### src/rtl/dac_spi_receiver.sv
// Receiver/model for an MCP4922-style dual 12-bit SPI DAC: decodes 16-bit command
// words into per-channel input registers and transfers them to the outputs on a latch fall.
`timescale 1ns/1ps
module dac_spi_receiver #(
    parameter int WORD_BITS   = 16,
    parameter int DATA_BITS   = 12,
    parameter int SYNC_STAGES = 2   // must be >= 2
) (
    input  logic                 clk,
    input  logic                 reset,
    input  logic                 dac_sclk,
    input  logic                 dac_mosi,
    input  logic                 dac_csn,
    input  logic                 dac_latchn,
    output logic [WORD_BITS-1:0] word,
    output logic                 word_valid,
    output logic                 frame_err,
    output logic [DATA_BITS-1:0] dac_a,
    output logic [DATA_BITS-1:0] dac_b,
    output logic                 dac_a_on,
    output logic                 dac_b_on,
    output logic                 dac_a_gain1x,
    output logic                 dac_b_gain1x,
    output logic                 latch_pulse
);
    localparam logic [1:0] IDLE  = 2'd0;
    localparam logic [1:0] SHIFT = 2'd1;
    localparam logic [1:0] CHECK = 2'd2;

    localparam logic [5:0] CNT_MAX  = 6'd63;
    localparam logic [5:0] CNT_WORD = 6'(WORD_BITS);
    localparam int         REG_BITS = DATA_BITS + 2;   // {GA, SHDN, code}

    logic [SYNC_STAGES-1:0] sclk_sync, mosi_sync, csn_sync, latchn_sync;
    logic                   sclk_hist, csn_hist, latchn_hist;

    // Idle-high lines reset to 1 so releasing reset never fakes a falling edge.
    always_ff @(posedge clk or negedge reset) begin
        if (!reset) begin
            sclk_sync   <= '0;
            mosi_sync   <= '0;
            csn_sync    <= '1;
            latchn_sync <= '1;
            sclk_hist   <= 1'b0;
            csn_hist    <= 1'b1;
            latchn_hist <= 1'b1;
        end else begin
            // NOTE: non-blocking assignments make every flop sample the pre-edge values, so the chain shifts by exactly one stage per clock.
            sclk_sync   <= {sclk_sync[SYNC_STAGES-2:0], dac_sclk};
            mosi_sync   <= {mosi_sync[SYNC_STAGES-2:0], dac_mosi};
            csn_sync    <= {csn_sync[SYNC_STAGES-2:0], dac_csn};
            latchn_sync <= {latchn_sync[SYNC_STAGES-2:0], dac_latchn};
            sclk_hist   <= sclk_sync[SYNC_STAGES-1];
            csn_hist    <= csn_sync[SYNC_STAGES-1];
            latchn_hist <= latchn_sync[SYNC_STAGES-1];
        end
    end

    logic mosi_s, sclk_rise, csn_fall, csn_rise, latch_fall;

    assign mosi_s     = mosi_sync[SYNC_STAGES-1];
    assign sclk_rise  =  sclk_sync[SYNC_STAGES-1]   & ~sclk_hist;
    assign csn_fall   = ~csn_sync[SYNC_STAGES-1]    &  csn_hist;
    assign csn_rise   =  csn_sync[SYNC_STAGES-1]    & ~csn_hist;
    assign latch_fall = ~latchn_sync[SYNC_STAGES-1] &  latchn_hist;

    logic [1:0]           state;
    logic [5:0]           bit_cnt;
    logic [WORD_BITS-1:0] shift_reg;
    logic [REG_BITS-1:0]  in_a, in_b;

    always_ff @(posedge clk or negedge reset) begin
        if (!reset) begin
            state        <= IDLE;
            bit_cnt      <= '0;
            shift_reg    <= '0;
            in_a         <= '0;
            in_b         <= '0;
            word         <= '0;
            word_valid   <= 1'b0;
            frame_err    <= 1'b0;
            dac_a        <= '0;
            dac_b        <= '0;
            dac_a_on     <= 1'b0;
            dac_b_on     <= 1'b0;
            dac_a_gain1x <= 1'b0;
            dac_b_gain1x <= 1'b0;
            latch_pulse  <= 1'b0;
        end else begin
            word_valid  <= 1'b0;
            frame_err   <= 1'b0;
            latch_pulse <= 1'b0;

            case (state)
                IDLE: begin
                    if (csn_fall) begin
                        shift_reg <= '0;
                        bit_cnt   <= '0;
                        state     <= SHIFT;
                    end
                end
                SHIFT: begin
                    if (sclk_rise) begin
                        shift_reg <= {shift_reg[WORD_BITS-2:0], mosi_s};
                        if (bit_cnt != CNT_MAX) bit_cnt <= bit_cnt + 6'd1;
                    end
                    if (csn_rise) state <= CHECK;
                end
                CHECK: begin
                    if (bit_cnt == CNT_WORD) begin
                        word       <= shift_reg;
                        word_valid <= 1'b1;
                        if (shift_reg[WORD_BITS-1])
                            in_b <= {shift_reg[WORD_BITS-3], shift_reg[WORD_BITS-4],
                                     shift_reg[DATA_BITS-1:0]};
                        else
                            in_a <= {shift_reg[WORD_BITS-3], shift_reg[WORD_BITS-4],
                                     shift_reg[DATA_BITS-1:0]};
                    end else begin
                        frame_err <= 1'b1;
                    end
                    state <= IDLE;
                end
                default: state <= IDLE;
            endcase

            // Reads in_a/in_b before this cycle's commit lands, so a coinciding
            // commit only becomes visible at the following latch.
            if (latch_fall) begin
                {dac_a_gain1x, dac_a_on, dac_a} <= in_a;
                {dac_b_gain1x, dac_b_on, dac_b} <= in_b;
                latch_pulse <= 1'b1;
            end
        end
    end

endmodule

### config.mk
export PLATFORM = sky130hd
export DESIGN_NAME = dac_spi_receiver
export DESIGN_NICKNAME = d
export VERILOG_FILES = /design/src/rtl/dac_spi_receiver.sv
export SDC_FILE = /design/constraint.sdc
export NUM_CORES = 1
export LEC_CHECK = 0
export ABC_CLOCK_PERIOD_IN_PS = 4800
export CORE_UTILIZATION = 29
export CTS_CLUSTER_DIAMETER = 100
export DETAILED_ROUTE_END_ITERATION = 16
export GPL_TIMING_DRIVEN = 0
export PLACE_DENSITY = 0.58
export SYNTH_ARGS = -nofsm -noshare
export SYNTH_HDL_FRONTEND = slang
export SYNTH_SLANG_ARGS = --single-unit
### constraint.sdc
create_clock -name clk -period 4.8 [get_ports clk]
set_clock_uncertainty 0.05 [all_clocks]
set_input_delay 0.72 -clock clk [delete_from_list [all_inputs] [get_ports clk]]
set_output_delay 0.72 -clock clk [all_outputs]
set_load 0.01 [all_outputs]
==> results.ini, run 1 <==
[synthesis]
yosys.area_share.simple = 0.102
ys_warn_count = 0
postSynthAreaPerCell_um2 = 14.3
syn_inst = 296
synthDominantCellAreaShare = 0.615
synth_top_family_by_area = multiplexers
synth-adder-area-share = 0.00592
netlist_top_cells_area = dfrtp_1, mux2_2, dfstp_2
synth_mux_area_frac = 0.200
synthXorXnorAreaFrac = 0
synth_edf_count = 0
synth_ff_type = dfrtp_1
syn_area_mm2 = 0.00423
synth_compound_area_frac = 0.0201
synth_seq_area_share = 0.652
ys_ff_latch = 110
ys_types = 32
synthArstFlopShare = 1.00
yosysTopAreaCell = dfrtp_1
synth_nets = 304

[placed_design]
dp_hpwl_mm = 5.37
place.gp.congestion = 0.771
post-place-ws_ns = 2.50
port_buffers = 52

[floorplanning]
die_w_um = 123
dieArea_mm2 = 0.0151
rows = 43
ioPinCount = 53
fp.dieH_um = 123
initial_core_util = 0.301
fp.coreArea_mm2 = 0.0140

[routing]
num_vias = 2442
drt_iter0_drc = 121
first_pass_iters = 4
postRouteAntennaNets = 0
routed_via_density = 4.48
wire_per_inst_um = 14.3
routed_wl_mm = 7.79
drc = 0

[global_route]
overflow = 0
grt_use_met3 = 0.0293
grt_max_degree = 59
grt_pass1_wl_mm = 13.1
grtUsageMet2 = 0.180
top_usage_layer = met2
use_met1 = 0.149
track_usage = 0.115
grt_pass1_vias = 2512
antenna_found_initial = 0

[sta]
max_slew_margin = 0.536
setup_violations = 0
fin_crit_ns = 2.28
fmax_ghz = 0.439
setup_ws_ns = 2.52
fin_crit_sh = 0.475
timing.hold.ws_ns = 0.298
drv_slew = 0
tightest_slew_ns = 0.696
rsz0062_at_grt = false
hold_violations = 0

[clock_network]
cts.sink_count = 110
clk_pin_slew_ns = 0.07
worstSkewPairLatency_ns = 0.34
cts.repair.resized = 0
htreeDepth = 3
postCtsHoldBufs = 0
cts_tree = yes
numCtsBuffers = 9
cts_buffer_depth = 2
cts-root-buf = clkbuf_16
post-cts-setup-buffer-count = 0

[pwr]
seqPwrFrac = 0.547
p_clk_frac = 0.393
p_per_area_mw_per_mm2 = 336
power.internal_w = 0.00136
power.switching_w = 0.000412
p_leak_nw = 2.57
p_sw_frac = 0.232
ir_drop_uv = 127
power_frac_comb = 0.060

[critical_path]
crit_path_start_kind = register
crit_arrival_ns = 2.46
worst-setup-path-type = register to register
rr_startpoint = bit_cnt[0]
crit_required_ns = 4.98
worstSetupStartpoint = bit_cnt[0]
cp_max_fo = 10
endpoint_kind = register

[cells_and_area]
drive_gt1_frac = 0.293
fillers = 1318
antenna-diode-count = 0
syn_to_final_growth_pct = 24.8
final_nets = 368

[run]
timing.max_cap.violations = 0

[worst_hold_path]
hp-class = register to register
min-delay-start = sclk_sync[0]

[run_status]
status = finished, final reports clean

==> synthesized netlist by cell type, types with 2 or more instances <==
cell type,instances
dfrtp_1,104
mux2_2,63
nand2_1,38
nand3_1,18
mux2_4,9
nor2_1,8
dfstp_2,6
buf_2,5
clkbuf_1,5
inv_1,5
o21ai_0,5
nand2b_1,4
nor2b_1,3
a21oi_1,2
a41oi_1,2
ha_1,2
nand4_1,2
==> power groups by stage <==
stage,Sequential [W],Clock [W],Combinational (W)
final,0.000970,0.000697,0.000106
after global routing,0.000973,0.000762,0.000121
after CTS,0.000970,0.000718,0.000110
after detailed placement,0.000988,0,0.000109
after global placement,0.000987,0,0.000104
after floorplan,0.000982,0,0.0000628
==> worst max-delay path: stages (launching register included) <==
cell,delay [ns]
dfrtp_1,0.42
inv_1,0.11
ha_1,0.21
nand4bb_4,0.16
nor4_4,0.45
buf_2,0.38
mux2_2,0.38
==> final cells by class <==
class                           count  area, um2  share of cell area
Multi-Input combinational cell    168       1390               0.262
Inverter                            5       18.8             0.00355
Clock buffer                       13        260              0.0493
Tap cell                          180        225              0.0427
Clock inverter                      3       18.8             0.00355
Sequential cell                   110       2760               0.523
Timing Repair Buffer               53        546               0.103
Buffer                             13       66.3              0.0126
==> stage by stage <==
step	utilization	setup TNS [ns]	power, W	cells	cell area, um2
CTS	0.376	0	0.00180	545	5280
floorplan	-	0	0.00104	296	4230
global route	0.376	0	0.00186	545	5280
detailed placement	0.356	0	0.00110	529	5000
global placement	0.354	-128.55	0.00109	528	4980
finish	0.376	0	0.00177	545	5280
==> placed cells by master, fill, tap and decap left out, drive strengths merged, types with 2 or more instances in the layout <==
cell,synthesis,layout
dfrtp,104,104
mux2,72,72
clkdlybuf4s50,0,51
nand2,39,39
nand3,18,18
clkbuf,5,18
buf,8,10
nor2,8,8
dfstp,6,6
inv,5,5
o21ai,5,5
nand2b,4,4
nor2b,3,3
clkinv,0,3
a41oi,2,2
a21oi,2,2
nand4,2,2
ha,2,2
nor3,2,2
==> cell families after synthesis <==
group           Yosys count
fa+ha+maj                 2
compound gates           13
buf+inv                  18
mux                      72
flops                   110
simple gates             81
==> worst paths after layout <==
check                                to  cells past startpoint  slack (ns)
setup / recovery                in_a[9]                      6        2.52
hold / removal             sclk_sync[1]                      0        0.30
setup reg to reg                in_a[9]                      6        2.52
hold reg to reg            sclk_sync[1]                      0        0.30
max in group asynchronous       in_b[5]                      2        3.62
min in group asynchronous     sclk_hist                      1        0.38
==> metal layers <==
layer | part of all wire | wire length, um
met1 | 0.46 | 3550
met2 | 0.48 | 3750
met3 | 0.045 | 348
met4 | 0.019 | 145
met5 | 0 | 0
Power figures use the tool's default switching activity.
==> inputs of run 2 (changes only) <==
- ABC_CLOCK_PERIOD_IN_PS: 4800 -> 2050
- PLACE_DENSITY: 0.58 -> 0.6
- clock period: 4.8 -> 2.05 ns (I/O delays scaled with it)
==> run 2 against run 1 <==
Combinational power grew to 2.6 times the previous value. Register-to-register slack lost 2.4 ns. Core utilization grew 0.51 points. Critical endpoint is now word[11]. Clock power increased by 130%. Fmax up 18%. Global-route usage decreased by 0.14 points. Clock-buffer cell count down 1. Non-clock buffer count increased by 6. Hold slack better by 0.0054 ns.
==> results.ini, run 2 (synthesized netlist as in run 1, its figures left out) <==
[critical_path]
cpPeakStageDelay_ns = 0.45
worst-path-stages = 6
crit_required_ns = 2.23
crit_path_start_kind = register
cp_max_fo = 10
path_buf_inv = 2
worst-setup-path-type = register to register
crit_arrival_ns = 2.11
worst_path_max_delay_cell = dfrtp_1
endpoint_kind = register
rr_worst_depth = 6
crit_family = simple AND/OR/NAND/NOR gates
cp_cell_sequence = inv_1 -> ha_2 -> nand4bb_4 -> nor3_4 -> buf_6 -> mux2_2

[routing]
drt_iter0_drc = 156
num_vias = 2473
routed_via_density = 4.50
postRouteAntennaNets = 0
routed_wl_mm = 7.77
first_pass_iters = 4
drc = 0
wire_per_inst_um = 14.1

[clock_network]
cts_buffer_depth = 2
clk_pin_slew_ns = 0.07
numCtsBuffers = 9
cts-root-buf = clkbuf_16
htreeDepth = 3
cts_tree = yes
worstSkewPairLatency_ns = 0.35
cts.sink_count = 110

[worst_hold_path]
hold_depth = 0
hp-class = register to register

[sta]
fmax_ghz = 0.518
timing.hold.ws_ns = 0.304
max_slew_margin = 0.546
fin_crit_ns = 1.93
setup_ws_ns = 0.121
fin_crit_sh = 0.941
hold_violations = 0
rsz0062_at_grt = false
drv_slew = 0
setup_violations = 0
finalSetupTns_ns = 0
tightest_slew_ns = 0.680

[placed_design]
dp.cells = 529
port_buffers = 52
dpl_cell_area_mm2 = 0.00500
place.gp.congestion = 0.778
post-place-ws_ns = -0.233
dp_hpwl_mm = 5.15

[cells_and_area]
final_area_mm2 = 0.00535
fillers = 1317
fin_cells = 550
seq_area_mm2 = 0.00276
drive_gt1_frac = 0.319
syn_to_final_growth_pct = 26.5
antenna-diode-count = 0
multi_input_area_mm2 = 0.00140
final_nets = 374
final_common_cell = dfrtp_1
layout_common_cells = dfrtp_1, mux2_2, clkdlybuf4s50_1

[pwr]
p_per_area_mw_per_mm2 = 778
p_leak_nw = 2.60
ir_drop_uv = 340

[floorplanning]
rows = 43
dieArea_mm2 = 0.0151
die_w_um = 123
ioPinCount = 53
fp.coreArea_mm2 = 0.0140
fp.dieH_um = 123
initial_core_util = 0.301

[run_status]
status = finished, final reports clean

[global_route]
grt_pass1_wl_mm = 12.7
antenna_found_initial = 0
overflow = 0
grt_max_degree = 74
track_usage = 0.113
grt_pass1_vias = 2420

[run]
timing.max_cap.violations = 0

-- run 2: final timing paths --
path                              start      endpoint  slack [ns]
max reg2reg                  bit_cnt[1]      word[11]        0.12
min                        sclk_sync[0]  sclk_sync[1]        0.30
min reg2reg                sclk_sync[0]  sclk_sync[1]        0.30
max                          bit_cnt[1]      word[11]        0.12
max in group asynchronous         reset   latchn_hist        0.78
min in group asynchronous         reset     dac_a[11]        0.42
-- run 2: repair_timing --
action                                  CTS  global route
endpoints found under the setup margin   39            33
endpoints found under the hold margin    36             0
setup buffers                             3             3
pin swaps                                 2             2
hold buffers                              1             0
gates resized for setup                   2             8
-- run 2: final cells by class --
type	instances	area share
Buffer	12	0.0136
Clock buffer	12	0.0479
Tap cell	180	0.0421
Sequential cell	110	0.516
Multi-Input combinational cell	168	0.261
Timing Repair Buffer	60	0.112
Clock inverter	3	0.00374
Inverter	5	0.00351
-- run 2: worst register-to-register path: stages, from the launching register on --
cell       delay, ns
dfrtp_1         0.45
inv_1           0.09
ha_2            0.19
nand4bb_4       0.15
nor3_4          0.32
buf_6           0.22
mux2_2          0.35
-- run 2: routing by layer --
layer,global-route usage,up-vias,wire length [um]
met4,0.0457,0,146
met5,0,-,0
li1,-,1167,-
met1,0.151,1239,3670
met3,0.0400,14,429
met2,0.167,53,3520
-- run 2: power breakdown --
group	internal, W	switching, W
Combinational	0.0000954	0.000182
Sequential	0.00222	0.0000499
Clock	0.000882	0.000734
-- run 2: through the flow --
stage               power [W]  utilization
finish                0.00416        0.381
CTS                   0.00421        0.378
floorplan             0.00245            -
global route          0.00435        0.381
global placement      0.00255        0.354
detailed placement    0.00257        0.356
==> inputs of run 3 (changes only) <==
- CORE_MARGIN: default -> 10
==> run 3 against run 2 <==
Non-clock buffer count increased by 2. Wire length increased by 8.8%. First-iteration DRC count fell by 3.2%.
==> results.ini, run 3 (synthesized netlist as in run 1, its figures left out) <==
[run_status]
status = finished, final reports clean

[sta]
tightest_slew_ns = 0.633
max_slew_margin = 0.578
finalSetupTns_ns = 0
hold_violations = 0
rsz0062_at_grt = false
drv_slew = 0
fin_crit_sh = 0.943
fin_crit_ns = 1.93
setup_violations = 0
fmax_ghz = 0.517

[critical_path]
r2r_slack_ns = 0.12
rr_startpoint = bit_cnt[0]
crit_family = simple AND/OR/NAND/NOR gates
crit_path_start_kind = register
crit_required_ns = 2.23
worst-setup-path-type = register to register
endpoint_kind = register
r2r-end = in_b[5]
cp_max_fo = 10
path_buf_inv = 3
worst_path_max_delay_cell = dfrtp_1
worstSetupStartpoint = bit_cnt[0]
crit_arrival_ns = 2.11
cp_cell_sequence = inv_1 -> ha_2 -> nand4bb_4 -> nor3_4 -> buf_4 -> nand2_4 -> buf_6 -> mux2_4
rr_worst_depth = 8
setup.worst_path.end = in_b[5]
cpPeakStageDelay_ns = 0.40
worst-path-stages = 8

[clock_network]
cts_tree = yes
cts.sink_count = 110
htreeDepth = 3
numCtsBuffers = 9
clk_pin_slew_ns = 0.07
worstSkewPairLatency_ns = 0.35
cts_buffer_depth = 2
cts-root-buf = clkbuf_16

[pwr]
power.switching_w = 0.000961
seqPwrFrac = 0.523
p_per_area_mw_per_mm2 = 803
power_frac_comb = 0.063
p_total_w = 0.00434
p_clk_frac = 0.414
power.internal_w = 0.00338
p_sw_frac = 0.222
p_leak_nw = 2.63
ir_drop_uv = 415

[cells_and_area]
multi_input_area_mm2 = 0.00140
fin_util = 0.374
syn_to_final_growth_pct = 27.6
final_nets = 376
seq_area_mm2 = 0.00276
final_common_cell = dfrtp_1
drive_gt1_frac = 0.317
layout_common_cells = dfrtp_1, mux2_2, clkdlybuf4s50_1
antenna-diode-count = 0
fin_cells = 556
fillers = 1375

[floorplanning]
fp.dieH_um = 141
rows = 44
die_w_um = 141
initial_core_util = 0.293
dieArea_mm2 = 0.0198
fp.coreArea_mm2 = 0.0144
ioPinCount = 53

[worst_hold_path]
hp-class = register to register

[routing]
drc = 0
drt_iter0_drc = 151
postRouteAntennaNets = 0
routed_wl_mm = 8.45
num_vias = 2489
routed_via_density = 4.48
first_pass_iters = 6
wire_per_inst_um = 15.2

[placed_design]
place.gp.congestion = 0.717
dp.cells = 533
port_buffers = 52
dp_hpwl_mm = 5.76

[global_route]
track_usage = 0.0888
grt_pass1_wl_mm = 14.1
overflow = 0
grt_max_degree = 64
grt_pass1_vias = 2645
antenna_found_initial = 0

[run]
timing.max_cap.violations = 0

run 3: cell types whose count changed in the layout (fill, tap and decap cells not counted), sizes merged:
cell      previous run  this run
buf                 15        17
bufinv               0         2
clkbuf              17        16
clkinvlp             2         1
run 3: worst min-delay path by stage:
| stage | from | endpoint | slack, ns | cells past startpoint |
|---|---|---|---|---|
| detailed placement | sclk_sync[0] | sclk_sync[1] | 0.28 | 0 |
| global placement | sclk_sync[0] | sclk_sync[1] | 0.28 | 0 |
| global route | sclk_sync[0] | sclk_sync[1] | 0.30 | 0 |
| floorplan | reset | bit_cnt[0] | -0.04 | 0 |
| finish | sclk_sync[0] | sclk_sync[1] | 0.30 | 0 |
| CTS | dac_csn | csn_sync[0] | 0.30 | 1 |
run 3: per-stage QoR:
stage	instance area (um2)	hold WS, ns	worst slack [ns]
6_report	5400	0.299	0.117
5_1_grt	5400	0.304	0.0143
4_1_cts	5360	0.300	0.0200
3_5_place_dp	5010	0.285	-0.282
2_1_floorplan	4230	-0.0381	0.0986
3_3_place_gp	4980	0.284	-3.61
run 3: timing repair:
action / in CTS / in global routing
hold buffers: 1 / 0
endpoints found under the setup margin: 59 / 31
setup buffers: 5 / 3
gates resized for setup: 2 / 7
endpoints found under the hold margin: 46 / 0
pin swaps: 2 / 3
run 3: area by class of cell:
type,count,share of cell area
sequential,110,0.511
multi-input combinational,168,0.259
timing repair buffer,62,0.114
clock buffer,11,0.0431
tap,184,0.0426
clock inverter,4,0.0134
buffer,12,0.0134
inverter,5,0.00348
run 3: power groups by stage:
stage               Clock [W]  Combinational (W)  Sequential, W
floorplan                   0           0.000147        0.00230
global placement            0           0.000244        0.00231
detailed placement          0           0.000255        0.00231
CTS                   0.00185           0.000274        0.00227
global route          0.00194           0.000321        0.00228
finish                0.00179           0.000273        0.00227
run 3: per-layer routing:
| metal | share of wire | GRT usage |
|---|---|---|
| met4 | 0.013 | 0.0310 |
| met2 | 0.48 | 0.139 |
| met1 | 0.44 | 0.108 |
| met5 | 0 | 0 |
| met3 | 0.062 | 0.0359 |
